$ cat src/rtl/fft1024_twiddle_seq.sv
// fft1024_twiddle_seq
// Address/twiddle sequencer for a 1024-point radix-2 DIT FFT. Walks every
// stage and butterfly, drives the twiddle LUT address, and presents one
// butterfly record per handshake to the datapath.
// Optional build macro: TW_CONJ_EN adds the Inverse input, which selects
// conjugated twiddles (imag negated, saturating) for an inverse transform.
//
// state | meaning
// ------+-----------------------------------------------------------
// IDLE  | waiting for Start; counters at zero, no record presented
// RUN   | loading butterfly records whenever the output slot is free
// DRAIN | final record loaded; hold it until accepted, then pulse done
module fft1024_twiddle_seq #(
  parameter int LOG2N = 10,
  parameter int TW_W  = 16
) (
  input  logic                 Clk,
  input  logic                 Reset,
  input  logic                 Start,
`ifdef TW_CONJ_EN
  input  logic                 Inverse,
`endif
  output logic [LOG2N-1:0]     lut_n,
  input  logic [2*TW_W-1:0]    lut_tw,
  output logic                 out_valid,
  input  logic                 out_ready,
  output logic [LOG2N-1:0]     addr_a,
  output logic [LOG2N-1:0]     addr_b,
  output logic [LOG2N-2:0]     tw_idx,
  output logic [TW_W-1:0]      tw_real,
  output logic [TW_W-1:0]      tw_imag,
  output logic [3:0]           stage,
  output logic                 busy,
  output logic                 done
);

  typedef enum logic [1:0] {
    IDLE  = 2'd0,
    RUN   = 2'd1,
    DRAIN = 2'd2
  } state_t;

  localparam logic [3:0]      LAST_STAGE = 4'(LOG2N - 1);
  localparam logic [TW_W-1:0] TW_MIN     = {1'b1, {(TW_W-1){1'b0}}};
  localparam logic [TW_W-1:0] TW_MAX     = {1'b0, {(TW_W-1){1'b1}}};

  state_t           state_q, state_d;
  logic [3:0]       s_q;
  logic [LOG2N-2:0] b_q;

  logic             load;
  logic             start_go;
  logic             finish;
  logic             last_bfly;

  logic [LOG2N-1:0] b_ext;
  logic [LOG2N-1:0] span;
  logic [LOG2N-1:0] pos;
  logic [LOG2N-1:0] grp;
  logic [LOG2N-1:0] a_nx;
  logic [LOG2N-1:0] bb_nx;
  logic [LOG2N-2:0] tw_nx;
  logic [3:0]       tw_shift;

  logic [TW_W-1:0]  lut_re;
  logic [TW_W-1:0]  lut_im;
  logic [TW_W-1:0]  im_sel;

  assign last_bfly = (s_q == LAST_STAGE) && (b_q == '1);

  // State register
  always_ff @(posedge Clk) begin
    if (Reset) state_q <= IDLE;
    else       state_q <= state_d;
  end

  // Next state and per-cycle control strobes
  always_comb begin
    state_d  = state_q;
    load     = 1'b0;
    start_go = 1'b0;
    finish   = 1'b0;
    case (state_q)
      IDLE: begin
        if (Start) begin
          start_go = 1'b1;
          state_d  = RUN;
        end
      end
      RUN: begin
        load = !out_valid || out_ready;
        if (load && last_bfly) state_d = DRAIN;
      end
      DRAIN: begin
        if (out_ready) begin
          finish  = 1'b1;
          state_d = IDLE;
        end
      end
      default: state_d = IDLE;
    endcase
  end

  // Butterfly index math for the counter position (s_q, b_q)
  always_comb begin
    b_ext    = {1'b0, b_q};
    span     = {{(LOG2N-1){1'b0}}, 1'b1} << s_q;
    pos      = b_ext & (span - 1'b1);
    grp      = b_ext >> s_q;
    a_nx     = (grp << (s_q + 4'd1)) | pos;
    bb_nx    = a_nx + span;
    tw_shift = LAST_STAGE - s_q;
    tw_nx    = pos[LOG2N-2:0] << tw_shift;
  end

  // The LUT is addressed by the butterfly that the next load will capture,
  // so its output is ready in the same cycle as the load
  assign lut_n = {1'b0, tw_nx};

  // Stage/butterfly counters; they only move on a load, so lut_n is frozen
  // during backpressure
  always_ff @(posedge Clk) begin
    if (Reset || start_go) begin
      s_q <= '0;
      b_q <= '0;
    end else if (load) begin
      if (last_bfly) begin
        s_q <= '0;
        b_q <= '0;
      end else if (b_q == '1) begin
        s_q <= s_q + 4'd1;
        b_q <= '0;
      end else begin
        b_q <= b_q + 1'b1;
      end
    end
  end

  assign lut_re = lut_tw[2*TW_W-1:TW_W];
  assign lut_im = lut_tw[TW_W-1:0];

`ifdef TW_CONJ_EN
  logic inv_q;

  // Transform direction is latched at Start and fixed for the whole sequence
  always_ff @(posedge Clk) begin
    if (Reset)         inv_q <= 1'b0;
    else if (start_go) inv_q <= Inverse;
  end

  // Conjugate: negate imag, clamping the one value with no positive twin
  always_comb begin
    im_sel = lut_im;
    if (inv_q) begin
      if (lut_im == TW_MIN) im_sel = TW_MAX;
      else                  im_sel = -lut_im;
    end
  end
`else
  assign im_sel = lut_im;
`endif

  // Output record register and handshake flags
  always_ff @(posedge Clk) begin
    if (Reset) begin
      out_valid <= 1'b0;
      addr_a    <= '0;
      addr_b    <= '0;
      tw_idx    <= '0;
      tw_real   <= '0;
      tw_imag   <= '0;
      stage     <= '0;
      done      <= 1'b0;
    end else begin
      done <= finish;
      if (load) begin
        out_valid <= 1'b1;
        addr_a    <= a_nx;
        addr_b    <= bb_nx;
        tw_idx    <= tw_nx;
        tw_real   <= lut_re;
        tw_imag   <= im_sel;
        stage     <= s_q;
      end else if (finish) begin
        out_valid <= 1'b0;
      end
    end
  end

  assign busy = (state_q != IDLE);

endmodule

$ cat config.mk
export PLATFORM = sky130hd
export DESIGN_NAME = fft1024_twiddle_seq
export DESIGN_NICKNAME = d
export VERILOG_FILES = /design/src/rtl/fft1024_twiddle_seq.sv
export SDC_FILE = /design/constraint.sdc
export NUM_CORES = 1
export LEC_CHECK = 0
export BUFFER_PORTS_ARGS = -buffer_cell sky130_fd_sc_hd__buf_2
export CAP_MARGIN = 15
export CORE_UTILIZATION = 59
export DETAILED_ROUTE_END_ITERATION = 7
export GPL_TIMING_DRIVEN = 0
export PLACE_DENSITY = 0.95
export SLEW_MARGIN = 20
export SYNTH_ARGS = -nofsm -noshare
export SYNTH_HDL_FRONTEND = slang
export SYNTH_SLANG_ARGS = --single-unit
export TNS_END_PERCENT = 30
$ cat constraint.sdc
create_clock -name Clk -period 12.09 [get_ports Clk]
set_clock_uncertainty 0.2 [all_clocks]
set_input_delay 2.418 -clock Clk [delete_from_list [all_inputs] [get_ports Clk]]
set_output_delay 2.418 -clock Clk [all_outputs]
set_load 0.01 [all_outputs]
# Word-level counts from Yosys, hierarchy flattened

Index checks and enable logic that the tools add are counted.

Bits in registers: 82
Input port bits: 36
Output and inout bits: 78

Add/sub/neg operators: 5
Equal/unequal tests: 7
Shift operators: 4
Multiplexer cells: 15
Bitwise gates (word level): 2
Reduce and logical (&&, ||, !) cells: 11

Operator list:

| cell                                                                  | number |
|---|---|
| 9-bit two-way mux                                                     | 2 |
| 10-bit adder                                                          | 1 |
| 9-bit by 10-bit AND with 10-bit output                                | 1 |
| 10-bit bitwise OR                                                     | 1 |
| 1-bit by 4-bit << shifter with 10-bit output (first input constant)   | 1 |
| 10-bit by 4-bit << shifter with 10-bit output                         | 1 |
| 9-bit by 4-bit right shift with 10-bit output                         | 1 |
| 10-bit by 1-bit subtractor with 10-bit output (second input constant) | 1 |
| 9-bit by 1-bit adder with 9-bit output (second input constant)        | 1 |
| 9-bit == test (second input constant)                                 | 1 |
| 9-bit by 4-bit << shifter with 9-bit output                           | 1 |
| 4-bit two-way mux                                                     | 2 |
| 1-bit two-way mux                                                     | 7 |
| 2-bit two-way mux                                                     | 3 |
| 2-bit != test (second input constant)                                 | 3 |
| 2-bit case mux with 3 select lines                                    | 1 |
| 2-bit nonzero test                                                    | 3 |
| 4-bit by 1-bit adder with 4-bit output (second input constant)        | 1 |
| 4-bit == test (second input constant)                                 | 1 |
| 4-bit subtractor (first input constant)                               | 1 |
| 3-bit AND reduction                                                   | 1 |
| 2-bit by 1-bit == test with 1-bit output (second input constant)      | 1 |
| 2-bit == test (second input constant)                                 | 1 |
| 1-bit logical AND                                                     | 2 |
| 4 further kinds                                                       | 5 |

# Logic depth before layout (Yosys ltp)

Depth after elaboration: 5
Depth in mapped cells: 19
Depth with buffers taken out: 16

# Least setup slack after synthesis

Ideal clock, no wire load.

Kind: reg2out
Start: register s_q[0]
End: output lut_n[6]
Data arrival time: 3078 ps
Required time: 9472 ps
Slack: 6394 ps
Stages on the path, launching flop included: 14
Path buffers: 3
Cells stage by stage: dfxtp_1 clkbuf_8 inv_1 clkbuf_1 ha_1 or3b_2 clkbuf_1 ha_1 inv_1 o211ai_1 o31ai_1 a32oi_1 o211a_1 o32ai_1

Longest elaborated chain between the ends: 4
Elaborated cells between the ends (all ways): 5
Those cells by class: add/sub (2); shift (2); bitwise (1)

Ends and longest elaborated chain:

| item                                          | line | RTL |
|---|---|---|
| start, declared                               | 48   | `logic [3:0] s_q;` |
| start signal, assigned                        | 131  | `s_q <= s_q + 4'd1;` |
| 1-bit by 4-bit << shifter with 10-bit output  | 107  | `span = {{(LOG2N-1){1'b0}}, 1'b1} << s_q;` |
| 10-bit by 1-bit subtractor with 10-bit output | 108  | `pos = b_ext & (span - 1'b1);` |
| 9-bit by 10-bit AND with 10-bit output        | 108  |  |
| 9-bit by 4-bit << shifter with 9-bit output * | 113  | `tw_nx = pos[LOG2N-2:0] << tw_shift;` |
| end, declared                                 | 23   | `output logic [LOG2N-1:0] lut_n,` |

Every way passes the cells marked *; elsewhere a longest branch is shown, timed or not.

# Final worst setup path

Ends and elaborated chain as after synthesis.

==> results.json <==
{
  "status": "finished clean",
  "synth.yosys.seq_area_share_pct": 33.19,
  "cp_top_family": "compound AO/OA/AOI/OAI gates",
  "worstSetupStartpointType": "register",
  "post_route_cell_area_um2": 5847,
  "timing.critical_path.cells": "clkbuf_8 -> inv_1 -> clkbuf_1 -> ha_1 -> or3b_2 -> clkbuf_1 -> ha_1 -> a21boi_0 -> o21a_1 -> a211oi_1 -> o32ai_1 -> buf_2",
  "synth-edff-count": 0,
  "antenna_left": 0,
  "worst-setup-path-type": "register to output pin",
  "timing.slew.headroom_pct": 40.76,
  "gp_routability_congestion": 0.9612,
  "crit_cells": 12,
  "worst_path_fanout_max": 11,
  "netSwitchingFraction_pct": 28.42,
  "synthCells": 636,
  "detail_route.first_pass.iterations": 5,
  "clock_latency_ns": 0.37,
  "ys.warnings.count": 0,
  "worstReg2RegStart": "s_q[0]$_SDFFE_PP0P_",
  "power.density_nw_per_um2": 97.37,
  "finalHoldViolCount": 0,
  "holdWs_ns": 0.2580,
  "cp_max_delay_cell": "sky130_fd_sc_hd__or3b_2",
  "dominant_synthesized_flop_cell": "sky130_fd_sc_hd__dfxtp_1",
  "worst-endpoint-required_ns": 9.47,
  "totalPowerFinal_mw": 0.5693,
  "root_driver": "sky130_fd_sc_hd__clkbuf_8",
  "yosys.area_share.simple_pct": 24.89,
  "muxShareOfSynthArea_pct": 3.415,
  "power.share.clock_pct": 38.4,
  "detail_route.drc_violations": 0,
  "ctsHtreeMaxLevel": 3,
  "path_clk_slew_ns": 0.09,
  "worst_slew_pin_slew_ns": 0.8823,
  "maxClockFrequency_ghz": 0.1419,
  "pin_count_of_the_biggest_net_entering_global_routing": 16,
  "cellLeakagePower_nw": 2.519,
  "gr_ovfl_total": 0,
  "top_level_port_count": 114,
  "route.detailed.vias_per_inst": 6.235,
  "cap_viol_max_count": 0,
  "postCtsHoldBufs": 0,
  "final.min_clock_period_ns": 7.048,
  "grt_pass1_wl_um": 24720,
  "finalSetupViolCount": 0,
  "die_x_um": 93.56,
  "vias": 5418,
  "drive_above_1_share_pct": 22.12,
  "area_growth_syn_to_layout_pct": 18.21,
  "yosysUniqueCellTypes": 78,
  "design.die.area_um2": 8753,
  "end_kind": "output pin",
  "reg2regPathDepth": 18,
  "post_cts.repair.setup_buffers": 0,
  "peakVddDrop_mv": 0.08788,
  "io_buffer_count": 112,
  "timing.critical_path.from": "s_q[0]$_SDFFE_PP0P_",
  "fin_tns_setup_ns": 0,
  "power_report.internal_total_mw": 0.4075,
  "synth.ff_latch_count": 82,
  "finalCritPeriodShare_pct": 58.30,
  "antenna_found_initial": 0,
  "utilization_pct": 71.52,
  "grt_usage_pct": 36.77,
  "clock_sink_count": 82,
  "cts_resized": 0,
  "final_nets": 815,
  "worstPathArrival_ns": 4.43,
  "drt_first_iter_violations": 445,
  "num_rows": 33,
  "finalWirelength_um": 16030,
  "die_h_um": 93.56,
  "share_comb_of_total_power_pct": 11.2,
  "syn-mean-instance-area_um2": 7.777,
  "post-dp-hpwl_um": 11930,
  "critPathBufInv": 5,
  "tritoncts": "built",
  "seqPwrFrac_pct": 50.4,
  "via_count_of_the_first_global_routing_pass": 5000,
  "mappedNetlistNets": 692,
  "synth_top_family_by_area": "simple AND/OR/NAND/NOR gates",
  "coreArea_um2": 8175,
  "maxSlewViolCount": 0,
  "power.switching_mw": 0.1618,
  "cts_buffer_depth": 2,
  "hold_path_depth": 2,
  "start_util_pct": 60.50,
  "cts_inserted_buffers": 9,
  "grt_setup_unrepaired": "no",
  "worstHoldPathType": "register to register",
  "synthesized_cell_area_um2": 4946,
  "postSynth.asyncResetShare_pct": 0,
  "area_share_of_fa_ha_maj_cells_after_synthesis_pct": 5.414,
  "place_area_um2": 5638,
  "antenna_cells": 0,
  "cpPeakStageDelay_ns": 0.47,
  "routed_wire_length_per_instance_um": 18.44,
  "min_from": "tw_imag[2]$_SDFFE_PP0P_",
  "fraction_of_the_mapped_netlist_area_in_compound_gates_pct": 22.57,
  "post_synth_xor_area_fraction_pct": 3.010
}
-- layout by cell type (no fill, tap or decap), drive strengths merged, types with 4 or more instances in the layout --
cell type,instances
inv,27
nand4,7
a22oi,6
xnor2,10
o21ai,18
nor3b,4
or3,8
a21o,9
mux4,4
or2,6
nand2b,4
buf,127
nor2,55
and3,6
o31ai,7
o21a,5
a21oi,71
nor2b,7
nand3,10
clkbuf,40
dfxtp,82
ha,19
a31oi,8
nand2,111
and2,6
a211oi,5
o211ai,7
xor2,7
nor3,19
nand3b,9
mux2,4
-- synth_stat cells, drive strengths merged (6+ instances only) --
master  instances  share of area, %
nand2         111               8.4
dfxtp          82                33
a21oi          71               7.2
nor2           55               4.2
clkbuf         30               3.3
inv            24               1.8
ha             19               4.8
nor3           19               1.9
o21ai          18               1.9
buf            15               2.3
nand3          10               1.0
xnor2          10               1.8
a21o            9               1.4
nand3b          9               1.4
a31oi           8               1.0
or3             8               1.0
nand4           7              0.89
nor2b           7              0.89
o211ai          7               1.1
o31ai           7               1.1
xor2            7               1.2
a22oi           6               1.0
and2            6              0.76
and3            6              0.89
or2             6              0.76
-- per-layer routing --
metal | up-vias | wire, um | GRT usage, %
met5 | - | 0 | 0
met4 | 0 | 696 | 19.74
met3 | 71 | 1310 | 7.154
met2 | 334 | 7412 | 58.52
met1 | 2530 | 6606 | 46.88
li1 | 2483 | - | -
-- tightest hold or removal path, delay by kind of cell, from the launching register on --
| kind | cells | cell delay [ns] |
|---|---|---|
| DFF | 1 | 0.32 |
| and+or+nand+nor | 1 | 0.05 |
| AOI/OAI and AO/OA | 1 | 0.05 |
-- power by group through the flow --
stage               logic (mW)  registers, mW  clock network [mW]
detailed placement      0.0621          0.293                   0
CTS                     0.0627          0.286               0.216
finish                  0.0636          0.287               0.219
global placement        0.0598          0.292                   0
floorplan               0.0308          0.297                   0
global route            0.0694          0.288               0.226
-- final timing paths --
check / end / slack [ns]
worst max-delay path: lut_n[6] / 5.04
worst min-delay path: tw_imag[2]$_SDFFE_PP0P_ / 0.26
worst max register to register: addr_b[9]$_SDFFE_PP0P_ / 6.60
worst min register to register: tw_imag[2]$_SDFFE_PP0P_ / 0.26
-- state kept, by name, summed over array words and instances (netlist names) --
signal	flops
addr_b	10
stage	4
addr_a	10
out_valid	1
tw_real	16
tw_idx	9
s_q	4
done	1
state_q	2
tw_imag	16
b_q	9
-- layout make-up --
class	count	area (um2)
multi-input combinational	484	2937
fill	638	2328
sequential	82	1642
timing repair buffer	112	560.5
buffer	45	274.0
clock buffer	10	137.6
tap	105	131.4
inverter	25	93.84
clock inverter	6	71.32
-- cells by family (layout without fill, tap and decap cells) --
| kind of cell | count (synthesis) | count (layout) |
|---|---|---|
| AOI/OAI and AO/OA | 172 | 172 |
| xor gates and xnor gates | 17 | 17 |
| adders and majority gates | 21 | 21 |
| buffers and inverters | 70 | 198 |
| DFF | 82 | 82 |
| muxes | 11 | 11 |
| other | 1 | 1 |
| and+or+nand+nor | 262 | 262 |
-- per-stage QoR --
step	setup slack [ns]	cells
floorplan	6.394	636
CTS	5.179	869
finish	5.042	869
detailed placement	5.543	853
global route	4.860	869
global placement	5.484	853
No activity file was read; power rests on OpenSTA's default activity.
